--- src/rtl/down_counter_4bit.sv ---
// -----------------------------------------------------------------------------
// down_counter_4bit
//
// Purpose:
//   Cascadable 4-bit synchronous down counter with parallel load, dual count
//   enables (CEP/CET), a borrow-style terminal count for chaining stages, and
//   a registered one-cycle underflow pulse. On underflow the counter either
//   wraps to 4'hF (AUTO_RELOAD = 0) or reloads the value captured by the most
//   recent parallel load (AUTO_RELOAD = 1).
//
// Parameters:
//   AUTO_RELOAD : 0 = wrap 0 -> 15 on underflow, 1 = reload from r_rld.
//
// Ports:
//   i_cp   in   1  clock, all state changes on the rising edge
//   i_sr   in   1  asynchronous active-high reset (clears Q, RLD and UF)
//   i_p    in   4  parallel load data, sampled only on a load edge
//   i_pe   in   1  parallel load enable (synchronous, highest priority)
//   i_cep  in   1  count enable, parallel
//   i_cet  in   1  count enable, trickle; also gates o_tc
//   o_q    out  4  counter value (registered)
//   o_tc   out  1  terminal count = i_cet AND (Q == 0), combinational
//   o_uf   out  1  registered underflow pulse
// -----------------------------------------------------------------------------
module down_counter_4bit #(
    parameter bit AUTO_RELOAD = 1'b0
) (
    input  logic       i_cp,
    input  logic       i_sr,
    input  logic [3:0] i_p,
    input  logic       i_pe,
    input  logic       i_cep,
    input  logic       i_cet,
    output logic [3:0] o_q,
    output logic       o_tc,
    output logic       o_uf
);

    // Operation selected for the coming edge, in strict priority order.
    typedef enum logic [1:0] {
        OP_HOLD  = 2'd0,
        OP_LOAD  = 2'd1,
        OP_COUNT = 2'd2
    } op_e;

    logic [3:0] r_q;
    logic [3:0] r_rld;
    logic       r_uf;

    op_e        w_op;
    logic       w_at_zero;
    logic [3:0] w_q_next;
    logic [3:0] w_rld_next;
    logic       w_uf_next;

    assign w_at_zero = (r_q == 4'h0);

    // Operation decode: load beats count, count needs both enables.
    always_comb begin
        w_op = OP_HOLD;
        if (i_pe) begin
            w_op = OP_LOAD;
        end else if (i_cep && i_cet) begin
            w_op = OP_COUNT;
        end else begin
            w_op = OP_HOLD;
        end
    end

    // Next-state computation for the counter, reload and underflow registers.
    always_comb begin
        w_q_next   = r_q;
        w_rld_next = r_rld;
        w_uf_next  = 1'b0;
        case (w_op)
            OP_LOAD: begin
                w_q_next   = i_p;
                w_rld_next = i_p;
                w_uf_next  = 1'b0;
            end
            OP_COUNT: begin
                if (w_at_zero) begin
                    // Underflow: the reload value is never touched by counting.
                    w_q_next  = AUTO_RELOAD ? r_rld : 4'hF;
                    w_uf_next = 1'b1;
                end else begin
                    w_q_next  = r_q - 4'd1;
                    w_uf_next = 1'b0;
                end
            end
            OP_HOLD: begin
                w_q_next  = r_q;
                w_uf_next = 1'b0;
            end
            default: begin
                w_q_next   = r_q;
                w_rld_next = r_rld;
                w_uf_next  = 1'b0;
            end
        endcase
    end

    // State registers with asynchronous active-high clear.
    always_ff @(posedge i_cp or posedge i_sr) begin
        if (i_sr) begin
            r_q   <= 4'h0;
            r_rld <= 4'h0;
            r_uf  <= 1'b0;
        end else begin
            r_q   <= w_q_next;
            r_rld <= w_rld_next;
            r_uf  <= w_uf_next;
        end
    end

    assign o_q  = r_q;
    assign o_uf = r_uf;
    // Borrow for the next stage: independent of CEP and PE so a chain of
    // stages ripples its enable combinationally with no added latency.
    assign o_tc = i_cet & w_at_zero;

endmodule

--- config.mk ---
export PLATFORM = sky130hd
export DESIGN_NAME = down_counter_4bit
export DESIGN_NICKNAME = d
export VERILOG_FILES = /design/src/rtl/down_counter_4bit.sv
export SDC_FILE = /design/constraint.sdc
export NUM_CORES = 1
export LEC_CHECK = 0
export BUFFER_PORTS_ARGS = -buffer_cell sky130_fd_sc_hd__clkbuf_2
export CAP_MARGIN = 20
export CORE_AREA = 2 2 39 41
export DETAILED_ROUTE_END_ITERATION = 6
export DIE_AREA = 0 0 41 43
export PLACE_DENSITY_LB_ADDON = 0.2
export SLEW_MARGIN = 5
export SYNTH_ARGS = -nofsm -noshare
export SYNTH_HDL_FRONTEND = slang
export SYNTH_SLANG_ARGS = --single-unit
--- constraint.sdc ---
create_clock -name i_cp -period 1.93 [get_ports i_cp]
set_clock_uncertainty 0.15 [all_clocks]
set_input_delay 0.4825 -clock i_cp [delete_from_list [all_inputs] [get_ports i_cp]]
set_output_delay 0.4825 -clock i_cp [all_outputs]
set_load 0.01 [all_outputs]
==> results of run 1 <==
## cells in the final DEF (no fill, tap or decap), drive strengths merged
cell type / synthesis / layout
and3b: 1 / 1
mux2i: 1 / 1
o21ai: 2 / 2
buf: 1 / 8
nand3: 1 / 1
nor2: 3 / 3
nand2: 2 / 2
mux2: 1 / 1
or3b: 1 / 1
nor3: 1 / 1
inv: 5 / 5
nand4: 1 / 1
clkbuf: 0 / 17
xor2: 1 / 1
dfrtp: 5 / 5
a221oi: 1 / 1
and4b: 1 / 1
a22o: 1 / 1
dlygate4sd3: 0 / 1
ha: 1 / 1
a21oi: 1 / 1
## cell families after synthesis
kind of cell	count (synthesis)	share of synthesized area [%]
xor+xnor	1	2.967
compound gates	5	13.56
fa+ha+maj	1	4.237
mux	2	7.203
simple gates	11	21.61
flops	5	42.37
buf+inv	6	8.050
## worst paths after layout
check	slack, ns	endpoint	depth (start not counted)	from
min in group asynchronous	0.52	o_uf$_DFF_PP0_	3	i_sr
min reg2reg	0.49	o_q[3]$_DFFE_PP0P_	2	o_q[3]$_DFFE_PP0P_
min	0.30	o_q[2]$_DFFE_PP0P_	3	i_p[2]
max reg2reg	0.30	o_q[0]$_DFFE_PP0P_	7	o_q[0]$_DFFE_PP0P_
max in group asynchronous	0.92	o_q[1]$_DFFE_PP0P_	3	i_sr
max	-0.11	o_tc	5	o_q[0]$_DFFE_PP0P_
## per-layer routing
layer,track usage (%),vias to the layer above,part of all wire (%)
li1,-,160,-
met1,11.58,136,46
met2,13.44,13,44
met3,7.853,0,9.7
met4,2.000,0,0
met5,0,-,0
## power breakdown
group | total [W] | switching (W) | internal (W) | leakage [nW]
Clock | 0.000121 | 0.0000426 | 0.0000782 | 0.0150
Sequential | 0.000124 | 0.00000862 | 0.000116 | 0.0607
Combinational | 0.000100 | 0.0000436 | 0.0000567 | 0.183
Total | 0.000345 | 0.0000948 | 0.000251 | 0.259
## registers in the layout, summed over array words and instances, names as in the netlist
name	count
o_q	4
o_uf	1
## per-stage QoR
step                cells  util (%)  hold slack, ns  worst slack (ns)
floorplan              31         -          0.1110           0.08659
global placement       62     28.57          0.2341           0.06346
detailed placement     62     28.57          0.2363           0.04869
CTS                    70     33.91          0.2877           -0.1601
global route           72     34.99          0.3122           -0.1775
finish                 72     34.99          0.3003           -0.1122
## critical path, stage by stage (launching register included)
cell and delay [ns]:
dfrtp_1 0.38, inv_2 0.08, ha_4 0.13, or3b_4 0.37, nor2_1 0.09, buf_2 0.13
## layout make-up
cell class              count  area share [%]
flip-flops and latches      5           25.84
clock buffers               4           5.426
repair buffers             22           27.39
multi-input cells          20           33.33
inverters                   5           3.876
well taps                  16           4.134
## timing repair
action / CTS / global route
hold buffers: 1 / 0
buffers inserted: 3 / 2
gates cloned: 0 / 0
endpoints found under the setup margin: 1 / 1
gates resized for setup: 5 / 1
endpoints found under the hold margin: 5 / 0
pin swaps: 2 / 2
==> results.sh, run 1 <==
export IMPL_vias=309
export IMPL_syn_cell_area_um2=295.3
export IMPL_grt_overflow=0
export IMPL_die_w_um=41
export IMPL_worstPathRequired_ns=1.30
export IMPL_insertion_delay_ns=0.24
export IMPL_power_leakage_nw=0.2591
export IMPL_async_flop_share_pct=100.0
export IMPL_regArea_um2=125.1
export IMPL_cts_sinks=5
export IMPL_n_antenna_cell=0
export IMPL_powerDensity_mw_per_mm2=713.2
export IMPL_slew_violations=0
export IMPL_cts_buffer_depth=2
export IMPL_viasPerCell=4.292
export IMPL_yosysSeqAreaShare_pct=42.37
export IMPL_setup_ws_ns=-0.1122
export IMPL_track_usage_pct=9.739
export IMPL_peakVddDrop_mv=0.2526
export IMPL_synth_top_area_share_pct=42.37
export IMPL_ant_nets=0
export IMPL_synth_cells=31
export IMPL_dieHeight_um=43
export IMPL_multi_input_area_um2=161.4
export IMPL_drt_iter0_drc=5
export IMPL_place_area_um2=395.4
export IMPL_grt_pass1_wl_um=1104
export IMPL_cts_clk_slew_worst_paths_ns=0.04
export IMPL_outcome="complete, but fails checks"
export IMPL_arrival_ns=1.41
export IMPL_cts_root_buffer="clkbuf_4"
export IMPL_cap_violations=0
export IMPL_core_rowCount=14
export IMPL_numCtsBuffers=3
export IMPL_finalSetupViolCount=1
export IMPL_ios=15
export IMPL_final_nets=67
export IMPL_antenna_found_initial=0
export IMPL_ys_flop_type="dfrtp_1"
export IMPL_fin_area_um2=484.2
export IMPL_syn_to_final_growth_pct=63.98
export IMPL_totalNegativeSetupSlack_ns=-0.1122
export IMPL_synth_common_cells="5 x dfrtp_1, 5 x inv_1, 3 x nor2_1, 2 x nand2_1, 2 x o21ai_0"
export IMPL_synth_area_leaders="dfrtp_1 42%, inv_1 6.4%, a221oi_2 5.1%"
export IMPL_violations="negative setup slack"
export IMPL_fmax_mhz=489.7
export IMPL_hold_path_class="in2reg"
export IMPL_period_minus_slack_ns=2.042
export IMPL_synth_cell_types=19
export IMPL_synth_area_per_cell_um2=9.525
export IMPL_yosys_area_top_type="dfrtp_1"
export IMPL_finalCritPeriodShare_pct=105.8
export IMPL_slew_headroom_pct=84.78
export IMPL_worst_path_max_fanout=2
export IMPL_globalplace_congestion=0.7267
export IMPL_wire_per_inst_um=9.472
export IMPL_firstDrtPassIters=4
export IMPL_port_buffers=14
export IMPL_ys_ff_latch=5
export IMPL_hold_viol=0
export IMPL_drive_gt1_share_pct=57.14
export IMPL_dieArea_mm2=0.001763
export IMPL_cp_end_kind="output pin"
export IMPL_worst_slew_pin_slew_ns=0.2259
export IMPL_start_util_pct=21.34
export IMPL_fillers=152
export IMPL_synth_edf_count=0
export IMPL_grt_max_degree=10
export IMPL_critPathKind="reg2out"
export IMPL_grt_pass1_vias=273
export IMPL_routed_wirelength_um=682
export IMPL_synth_warnings=0
export IMPL_htreeDepth=1
export IMPL_design_core_area_mm2=0.001384
export IMPL_synth_nets=41
export IMPL_rsz0062_at_grt="yes"
export IMPL_drc=0
export IMPL_cp_start_kind="flop"
export IMPL_total_power_w=0.0003453
export IMPL_cts_tree="done"
(Power assumes the default switching activity.)
==> run 2: changes to the inputs <==
- clock period: 1.93 -> 2.35 ns (I/O delays scaled with it)
==> run 2 against run 1 <==
  * The run now ends clean
  * Die area unchanged
  * Cell count decreased by 9.7%
  * Non-clock buffer count decreased by 7
  * Wire length decreased by 4.3%
  * Largest cell class unchanged
  * Largest power group unchanged
==> results.sh, run 2 (synthesized netlist as in run 1, its figures left out) <==
export IMPL_outcome="complete, no violations"
export IMPL_cts_buffer_depth=2
export IMPL_arrival_ns=1.54
export IMPL_finalCritPeriodShare_pct=96.93
export IMPL_cts_clk_slew_worst_paths_ns=0.05
export IMPL_period_minus_slack_ns=2.278
export IMPL_viasPerCell=4.138
export IMPL_drc=0
export IMPL_vias=269
export IMPL_hold_path_class="in2async"
export IMPL_cp_start_kind="flop"
export IMPL_routed_wirelength_um=653
export IMPL_track_usage_pct=9.697
export IMPL_ios=15
export IMPL_grt_pass1_vias=270
export IMPL_final_nets=60
export IMPL_htreeDepth=1
export IMPL_syn_to_final_growth_pct=41.10
export IMPL_firstDrtPassIters=4
export IMPL_place_area_um2=380.4
export IMPL_fillers=148
export IMPL_stdcell_count=65
export IMPL_antenna_found_initial=0
export IMPL_ant_nets=0
export IMPL_cp_end_kind="output pin"
export IMPL_worst_slew_pin_slew_ns=0.2248
export IMPL_insertion_delay_ns=0.24
export IMPL_slew_violations=0
export IMPL_hold_viol=0
export IMPL_finalSetupViolCount=0
export IMPL_n_antenna_cell=0
export IMPL_globalplace_congestion=0.7257
export IMPL_numCtsBuffers=3
export IMPL_dieArea_mm2=0.001763
export IMPL_dpl_hpwl_um=516.3
export IMPL_critPathMaxStageDelay_ns=0.40
export IMPL_critPathKind="reg2out"
export IMPL_core_rowCount=14
export IMPL_dieHeight_um=43
export IMPL_regArea_um2=125.1
export IMPL_cts_tree="done"
export IMPL_critPathTopFamily="simple AND/OR/NAND/NOR gates"
export IMPL_drive_gt1_share_pct=46.94
export IMPL_layout_commonest_cell="clkbuf_2"
export IMPL_post_route_util_pct=30.11
export IMPL_layout_common_cells="14 x clkbuf_2, 5 x inv_1, 5 x dfrtp_1, 3 x nor2_1, 3 x clkbuf_4"
export IMPL_place_inst=60
export IMPL_start_util_pct=21.34
export IMPL_grt_overflow=0
export IMPL_slew_headroom_pct=84.86
export IMPL_fmax_mhz=439.0
export IMPL_cts_root_buffer="clkbuf_4"
export IMPL_grt_max_degree=10
export IMPL_pre_cts_ws_ns=0.3195
export IMPL_peakVddDrop_mv=0.1796
export IMPL_multi_input_area_um2=148.9
export IMPL_die_w_um=41
export IMPL_cap_violations=0
export IMPL_port_buffers=14
export IMPL_drt_iter0_drc=5
export IMPL_crit_buf_inv=2
export IMPL_cpMaxStageDelayCell="dfrtp_1"
export IMPL_setup_ws_ns=0.07208
export IMPL_worstPathRequired_ns=1.61
export IMPL_design_core_area_mm2=0.001384
export IMPL_worst_path_max_fanout=4
export IMPL_power_leakage_nw=0.2276
export IMPL_crit_chain="inv_1 -> ha_1 -> or3b_4 -> nor2_1 -> clkbuf_2"
export IMPL_largest_reg_flops=4
export IMPL_wire_per_inst_um=10.05
export IMPL_grt_pass1_wl_um=1083
export IMPL_cts_sinks=5
export IMPL_fin_area_um2=416.7
export IMPL_powerDensity_mw_per_mm2=635.5
-- run 2: worst paths after layout --
path | to | startpoint | slack (ns) | cells past startpoint
setup / recovery | o_tc | o_q[0]$_DFFE_PP0P_ | 0.07 | 5
hold / removal | o_q[1]$_DFFE_PP0P_ | i_sr | 0.07 | 2
setup reg to reg | o_q[0]$_DFFE_PP0P_ | o_q[0]$_DFFE_PP0P_ | 0.85 | 5
hold reg to reg | o_uf$_DFF_PP0_ | o_q[3]$_DFFE_PP0P_ | 0.47 | 2
max in group asynchronous | o_q[0]$_DFFE_PP0P_ | i_sr | 1.80 | 2
min in group i_cp | o_q[2]$_DFFE_PP0P_ | i_p[2] | 0.42 | 3
-- run 2: power by group --
part	internal (W)	switching [W]	total, W	leakage, nW
combinational	0.0000304	0.0000294	0.0000598	0.152
sequential	0.0000949	0.00000773	0.000103	0.0607
clock	0.0000644	0.0000379	0.000102	0.0150
total	0.000190	0.0000750	0.000265	0.228
-- run 2: routing by layer --
metal,global-route usage (%),up-vias,wire length (um),share of wire (%)
met2,11.88,11,269,41
met5,0,-,0,0
met3,4.712,2,62,9.5
met1,12.13,115,313,48
li1,-,141,-,-
met4,8.000,0,7,1.1
-- run 2: per-stage QoR --
| stage | total power [W] | hold slack (ns) | TNS (ns) |
|---|---|---|---|
| finish | 0.0002648 | 0.06728 | 0 |
| floorplan | 0.0001378 | 0.2160 | 0 |
| global placement | 0.0001620 | 0.3326 | 0 |
| CTS | 0.0002660 | 0.07002 | 0 |
| global route | 0.0002903 | 0.07780 | -0.003727 |
| detailed placement | 0.0001608 | 0.3334 | 0 |
-- run 2: area by class of cell --
type	count	area share (%)
Clock buffer	4	6.306
Inverter	5	4.505
Multi-Input combinational cell	20	35.74
Sequential cell	5	30.03
Tap cell	16	4.805
Timing Repair Buffer	15	18.62
-- run 2: repair_timing --
action / 4_1_cts / 5_1_grt
endpoints found under the setup margin: 0 / 1
resized for setup: 0 / 1
hold buffers: 0 / 0
buffers inserted: 0 / 1
